<file path="src/rtl/pipeline_hazard_ctrl_pkg.sv">
// Shared types and constants for the pipeline hazard controller.
// Optional feature macro: HAZARD_PERF_CNT_EN (performance counters).
package pipeline_hazard_ctrl_pkg;

    typedef enum logic [1:0] {
        ST_RUN      = 2'd0,
        ST_LD_STALL = 2'd1,
        ST_FLUSH    = 2'd2,
        ST_MEM_WAIT = 2'd3
    } hz_state_t;

    localparam logic [1:0] FWD_RF  = 2'd0;
    localparam logic [1:0] FWD_EX  = 2'd1;
    localparam logic [1:0] FWD_MEM = 2'd2;
    localparam logic [1:0] FWD_WB  = 2'd3;

    localparam int CTRL_W = 21;
    localparam logic [CTRL_W-1:0] CTRL_BUBBLE = '0;

endpackage

</file>
<file path="src/rtl/hazard_fwd_sel.sv">
// Forwarding source priority for one ID operand.
// Youngest producer wins; r0 and unused operands read the register file.
module hazard_fwd_sel
    import pipeline_hazard_ctrl_pkg::*;
(
    input  logic [4:0] rs,
    input  logic       use_rs,
    input  logic [4:0] ex_dest,
    input  logic       ex_rf_le,
    input  logic       ex_is_load,
    input  logic [4:0] mem_dest,
    input  logic       mem_rf_le,
    input  logic [4:0] wb_dest,
    input  logic       wb_rf_le,
    output logic [1:0] fwd
);

    // EX > MEM > WB; a load in EX has no result yet
    always_comb begin
        fwd = FWD_RF;
        if (!use_rs || rs == 5'd0)
            fwd = FWD_RF;
        else if (ex_rf_le && !ex_is_load && ex_dest == rs)
            fwd = FWD_EX;
        else if (mem_rf_le && mem_dest == rs)
            fwd = FWD_MEM;
        else if (wb_rf_le && wb_dest == rs)
            fwd = FWD_WB;
    end

endmodule

</file>
<file path="src/rtl/pipeline_hazard_ctrl.sv">
// Hazard controller: stage enables, bubbles, IF/ID squash, forwarding.
// Optional feature macro: HAZARD_PERF_CNT_EN (stall/flush counters).
module pipeline_hazard_ctrl
    import pipeline_hazard_ctrl_pkg::*;
#(
    parameter int FLUSH_SLOTS = 1
`ifdef HAZARD_PERF_CNT_EN
    ,
    parameter int CNT_W = 16
`endif
) (
    input  logic       clk,
    input  logic       reset,
    input  logic [4:0] id_rs_a,
    input  logic [4:0] id_rs_b,
    input  logic [4:0] id_rs_d,
    input  logic       id_use_a,
    input  logic       id_use_b,
    input  logic       id_use_d,
    input  logic [4:0] ex_dest,
    input  logic [4:0] mem_dest,
    input  logic [4:0] wb_dest,
    input  logic       ex_rf_le,
    input  logic       mem_rf_le,
    input  logic       wb_rf_le,
    input  logic       ex_is_load,
    input  logic       branch_taken,
    input  logic       mem_req,
    input  logic       mem_ready,
    output logic       pc_le,
    output logic       if_id_le,
    output logic       id_ex_le,
    output logic       ex_mem_le,
    output logic       mem_wb_le,
    output logic       ctrl_nop,
    output logic       if_id_flush,
    output logic [1:0] fwd_a,
    output logic [1:0] fwd_b,
    output logic [1:0] fwd_d
`ifdef HAZARD_PERF_CNT_EN
    ,
    output logic [CNT_W-1:0] stall_cnt,
    output logic [CNT_W-1:0] flush_cnt
`endif
);

    hz_state_t  state_q, state_d;
    logic [1:0] cnt_q, cnt_d;
    logic [4:0] le;
    logic       mem_stall;
    logic       load_use;
    logic [1:0] raw_a, raw_b, raw_d;

    assign mem_stall = mem_req && !mem_ready;

    assign load_use = ex_is_load && ex_rf_le && ex_dest != 5'd0 &&
                      ((id_use_a && id_rs_a == ex_dest) ||
                       (id_use_b && id_rs_b == ex_dest) ||
                       (id_use_d && id_rs_d == ex_dest));

    assign {pc_le, if_id_le, id_ex_le, ex_mem_le, mem_wb_le} = le;

    hazard_fwd_sel u_fwd_a (
        .rs(id_rs_a), .use_rs(id_use_a),
        .ex_dest(ex_dest), .ex_rf_le(ex_rf_le), .ex_is_load(ex_is_load),
        .mem_dest(mem_dest), .mem_rf_le(mem_rf_le),
        .wb_dest(wb_dest), .wb_rf_le(wb_rf_le),
        .fwd(raw_a)
    );

    hazard_fwd_sel u_fwd_b (
        .rs(id_rs_b), .use_rs(id_use_b),
        .ex_dest(ex_dest), .ex_rf_le(ex_rf_le), .ex_is_load(ex_is_load),
        .mem_dest(mem_dest), .mem_rf_le(mem_rf_le),
        .wb_dest(wb_dest), .wb_rf_le(wb_rf_le),
        .fwd(raw_b)
    );

    hazard_fwd_sel u_fwd_d (
        .rs(id_rs_d), .use_rs(id_use_d),
        .ex_dest(ex_dest), .ex_rf_le(ex_rf_le), .ex_is_load(ex_is_load),
        .mem_dest(mem_dest), .mem_rf_le(mem_rf_le),
        .wb_dest(wb_dest), .wb_rf_le(wb_rf_le),
        .fwd(raw_d)
    );

    assign fwd_a = reset ? raw_a : FWD_RF;
    assign fwd_b = reset ? raw_b : FWD_RF;
    assign fwd_d = reset ? raw_d : FWD_RF;

    // Next state and stage controls; RAM wait outranks branch and load-use
    always_comb begin
        state_d     = state_q;
        cnt_d       = cnt_q;
        le          = 5'b11111;
        ctrl_nop    = 1'b0;
        if_id_flush = 1'b0;
        unique case (state_q)
            ST_FLUSH: begin
                if (mem_stall) begin
                    le = 5'b00000;
                end else begin
                    ctrl_nop = 1'b1;
                    cnt_d    = cnt_q - 2'd1;
                    if (cnt_q <= 2'd1)
                        state_d = ST_RUN;
                end
            end
            ST_MEM_WAIT: begin
                // Held hazards are seen again from RUN once EX moves
                if (mem_stall)
                    le = 5'b00000;
                else
                    state_d = ST_RUN;
            end
            default: begin
                if (mem_stall) begin
                    le      = 5'b00000;
                    state_d = ST_MEM_WAIT;
                end else if (branch_taken) begin
                    ctrl_nop    = 1'b1;
                    if_id_flush = 1'b1;
                    if (FLUSH_SLOTS > 1) begin
                        state_d = ST_FLUSH;
                        cnt_d   = 2'(FLUSH_SLOTS - 1);
                    end else begin
                        state_d = ST_RUN;
                    end
                end else if (load_use) begin
                    le       = 5'b00111;
                    ctrl_nop = 1'b1;
                    state_d  = ST_LD_STALL;
                end else begin
                    state_d = ST_RUN;
                end
            end
        endcase
        if (!reset) begin
            le          = 5'b00000;
            ctrl_nop    = 1'b1;
            if_id_flush = 1'b1;
        end
    end

    // State and flush countdown registers
    always_ff @(posedge clk or negedge reset) begin
        if (!reset) begin
            state_q <= ST_RUN;
            cnt_q   <= 2'd0;
        end else begin
            state_q <= state_d;
            cnt_q   <= cnt_d;
        end
    end

`ifdef HAZARD_PERF_CNT_EN
    // Saturating stall and squash counters
    always_ff @(posedge clk or negedge reset) begin
        if (!reset) begin
            stall_cnt <= '0;
            flush_cnt <= '0;
        end else begin
            if (!pc_le && stall_cnt != '1)
                stall_cnt <= stall_cnt + CNT_W'(1);
            if (if_id_flush && flush_cnt != '1)
                flush_cnt <= flush_cnt + CNT_W'(1);
        end
    end
`endif

endmodule

</file>
<file path="config.mk">
export PLATFORM = sky130hd
export DESIGN_NAME = pipeline_hazard_ctrl
export DESIGN_NICKNAME = d
export VERILOG_FILES = /design/src/rtl/pipeline_hazard_ctrl_pkg.sv /design/src/rtl/hazard_fwd_sel.sv /design/src/rtl/pipeline_hazard_ctrl.sv
export SDC_FILE = /design/constraint.sdc
export NUM_CORES = 1
export LEC_CHECK = 0
export BUFFER_PORTS_ARGS = -buffer_cell sky130_fd_sc_hd__buf_2
export CORE_ASPECT_RATIO = 0.5
export CORE_MARGIN = 8
export CORE_UTILIZATION = 43
export DETAILED_ROUTE_END_ITERATION = 8
export HOLD_SLACK_MARGIN = 0.08
export PLACE_DENSITY = 0.78
export SYNTH_ARGS = -nofsm -noshare
export SYNTH_HDL_FRONTEND = slang
export SYNTH_HIERARCHICAL = 1
export SYNTH_SLANG_ARGS = --single-unit
</file>
<file path="constraint.sdc">
create_clock -name clk -period 3.2 [get_ports clk]
set_input_delay 0.48 -clock clk [delete_from_list [all_inputs] [get_ports clk]]
set_output_delay 0.48 -clock clk [all_outputs]
set_load 0.05 [all_outputs]
</file>
==> run summary <==
WORST SETUP PATH
----------------------------------------------------------------------------------------
Critical Path Start Type                                                       input pin
CP dominant cell by count                                                   sky130_fd_sc_hd__buf_2
Slowest library cell on the worst path                                      sky130_fd_sc_hd__nor4_1
CP max FO                                                                              5
Worst path required time                                                         2720 ps
WS Path Type                                                                      in2out
Worst Setup End Kind                                                          output pin
Critical path's top delay family                                            simple AND/OR/NAND/NOR gates
Buf+Inv Stages, Crit Path                                                              2
Data arrival time at the worst-slack endpoint                                    2030 ps
Worst reg-to-reg path cell count                                                       4
Register-to-register path setup slack                                            2070 ps
Critical path depth                                                                    8
Launch point of the critical path                                             id_rs_a[2]
Highest cell delay on the worst timing path                                       360 ps
List of cells traversed by the critical path                                buf_2 > xor2_1 > nor4_1 > and3_1 > a31oi_1 > nor3b_2 > and2_1 > buf_2
Reg-to-Reg Start                                                              state_q[1]
Crit Reg-Reg Endpoint                                                         state_q[0]

ROUTE
----------------------------------------------------------------------------------------
Post-detailed-route wirelength per cell                                          15.2 um
Number of search-and-repair iterations in the first detailed-routing pass              4
Starting DRT DRC Count                                                                73
Vias per cell                                                                       5.37
Routed Antenna Nets                                                                    0
Vias post-DR                                                                        1256
Final wirelength                                                                 3550 um
Final routed DRC violation total                                                       0

SYNTH
----------------------------------------------------------------------------------------
Syn Nets                                                                             186
Top area cells in the synthesized netlist                                   sky130_fd_sc_hd__xor2_1, sky130_fd_sc_hd__xnor2_1, sky130_fd_sc_hd__dfrtp_1
Number of distinct library cells after synthesis                                      29
Netlist area before placement                                                 1180 sq um
Commonest cells in the synthesized netlist                                  sky130_fd_sc_hd__xor2_1, sky130_fd_sc_hd__xnor2_1, sky130_fd_sc_hd__and2_1, sky130_fd_sc_hd__nand2_1, sky130_fd_sc_hd__nor4_1
Post-Synthesis Mean Instance Area                                             8.22 sq um
Sequential area share after synthesis                                              8.51%
Area share of the leading cell type in the synthesized netlist                     27.6%
Cells after synthesis                                                                143
#FFs+latches synth                                                                     4
Number of enable-type register cells in the synthesized netlist                        0
Yosys warning count                                                                    6
Async set-reset flop share out of synthesis                                         100%
Leading area contributor after synthesis                                    sky130_fd_sc_hd__xor2_1
Most repeated cell in the gate-level netlist after synthesis                sky130_fd_sc_hd__xor2_1
Post-synth top flop                                                         sky130_fd_sc_hd__dfrtp_1

TIMING
----------------------------------------------------------------------------------------
Worst-margin pin slew                                                             335 ps
Maximum clock frequency                                                          399 MHz
Final count of negative-setup-slack endpoints                                          0
Final-report hold violation count                                                      0
Setup skew after layout                                                         0.417 ps
Final clock period utilization by the worst path                                   78.4%
Period minus WS final                                                            2510 ps
Pins Over Slew Limit                                                                   0
Setup repair after global routing missed its margin                                   no
Final worst setup slack                                                           691 ps
Remaining max-slew budget at the tightest pin                                      77.5%
Total negative slack for setup checks                                               0 ps

CTS
----------------------------------------------------------------------------------------
Root buffer cell                                                            sky130_fd_sc_hd__clkbuf_8
Bufs on Longest Clock Path                                                             2
TritonCTS clock tree                                                                 yes
Number of CTS-inserted buffers                                                         3
Cts hold-fix bufs                                                                      0
H-Tree Level Count                                                                     1
Number of clock sinks seen by CTS                                                      4
Clock slew at the register clock pins of the worst setup and hold paths            30 ps
Worst skew pair latency                                                           210 ps
Setup Fix Bufs, Post-CTS                                                               0
Resized cells post-CTS                                                                 0

CELLS AND AREA
----------------------------------------------------------------------------------------
Final std cells w/o fill                                                             234
Fraction of final layout cells sized beyond drive strength 1                       33.0%
Synthesis-to-finish area growth                                                    28.7%
Fill count                                                                           246
Utilization after layout                                                           58.2%
Post-layout nets                                                                     242
ANT cells                                                                              0

GLOBAL ROUTE
----------------------------------------------------------------------------------------
GR met1 Demand/Resource                                                            17.1%
Met2 usage                                                                         27.8%
Via count of the first global-routing pass                                          1288
Wire length of the first global-routing pass                                     5780 um
Number of antenna violations at the first check in global routing                      0
Highest-utilization routing layer at the global route stage                         met2
Largest net degree at the start of global routing                                     15
All-layer global routing usage                                                     14.3%
GRT met3 Usage                                                                     1.41%
GRT overflow                                                                           0

FLOORPLAN
----------------------------------------------------------------------------------------
Row count                                                                             13
Die height                                                                       53.0 um
Core Footprint                                                                2600 sq um
Die area                                                                      4770 sq um
Top-level I/O count                                                                   55
Die span in x                                                                    90.0 um
Starting density of the core                                                       45.2%

PLACE
----------------------------------------------------------------------------------------
Half-perimeter wire length after placement                                       3040 um
Port Buffers                                                                          54
Weighted congestion reported at the end of routability-driven placement            0.906
Placement-stage worst setup slack                                                 687 ps
# placed instances                                                                   231

POWER
----------------------------------------------------------------------------------------
Leakage                                                                         0.653 nW
Total power per unit cell area                                               280 nW/um^2
Post-layout power                                                             0.000424 W
Worst vdd rail ir drop                                                            334 uV

RUN
----------------------------------------------------------------------------------------
Number of maximum-capacitance violations                                               0

STATUS
----------------------------------------------------------------------------------------
Result of the run                                                              completed

HOLD PATH
----------------------------------------------------------------------------------------
Worst hold path type                                                            in2async

worst max path at each step:
stage / end / slack (ps)
after floorplan: pc_le / 270
after CTS: fwd_a[1] / 690
final: fwd_a[1] / 690
after global routing: fwd_a[1] / 590
after global placement: fwd_a[1] / 690
after detailed placement: fwd_a[1] / 690
cells by family after synthesis:
family	share of synthesized area, %
simple gates	30.9
fa+ha+maj	1.06
xor+xnor	45.4
compound gates	11.3
flops	8.51
buf+inv	2.87
metal layers:
layer | share of wire, % | wire length [um]
met5 | 0 | 0
met4 | 0.39 | 14
met1 | 44 | 1550
met2 | 52 | 1840
met3 | 4.2 | 148
layout by cell type (no fill, tap or decap), drive strengths merged, types with 3 or more instances in the layout:
cell type	n
a21oi	3
a31oi	3
xnor2	24
o21ai	9
or4	4
nand3	3
nand4b	3
and2	7
nand2	7
dfrtp	4
nor3b	3
xor2	37
buf	54
nor4	10
nand4	3
and3	4
clkbuf	3
inv	3
per-stage QoR:
stage | hold slack [ps] | cell area (sq um)
after floorplan | 184 | 1180
after global placement | 333 | 1470
after detailed placement | 343 | 1470
after CTS | 117 | 1510
after global routing | 123 | 1510
final | 118 | 1510
sequential cells by signal, summed over array words and instances, names as in the netlist:
register	cells
cnt_q	2
state_q	2
worst register-to-register path, stage by stage (launching register included):
cell and delay [ps]:
sky130_fd_sc_hd__dfrtp_1 370, sky130_fd_sc_hd__inv_1 70, sky130_fd_sc_hd__o2111ai_2 170, sky130_fd_sc_hd__nor4_1 310, sky130_fd_sc_hd__a211o_1 140
area by class of cell:
type,instances,area (sq um),share of cell area [%]
Multi-Input combinational cell,133,1040,69.0
Tap cell,37,46.3,3.06
Timing Repair Buffer,54,270,17.9
Sequential cell,4,100,6.61
Inverter,3,11.3,0.744
Clock buffer,3,41.3,2.73
where the power goes:
group	total, W	internal, W	leakage (nW)	switching, W
registers	0.0000739	0.0000668	0.0499	0.00000718
clock network	0.000105	0.0000801	0.0216	0.0000248
logic	0.000245	0.0000946	0.581	0.000151
(Power assumes the default switching activity.)
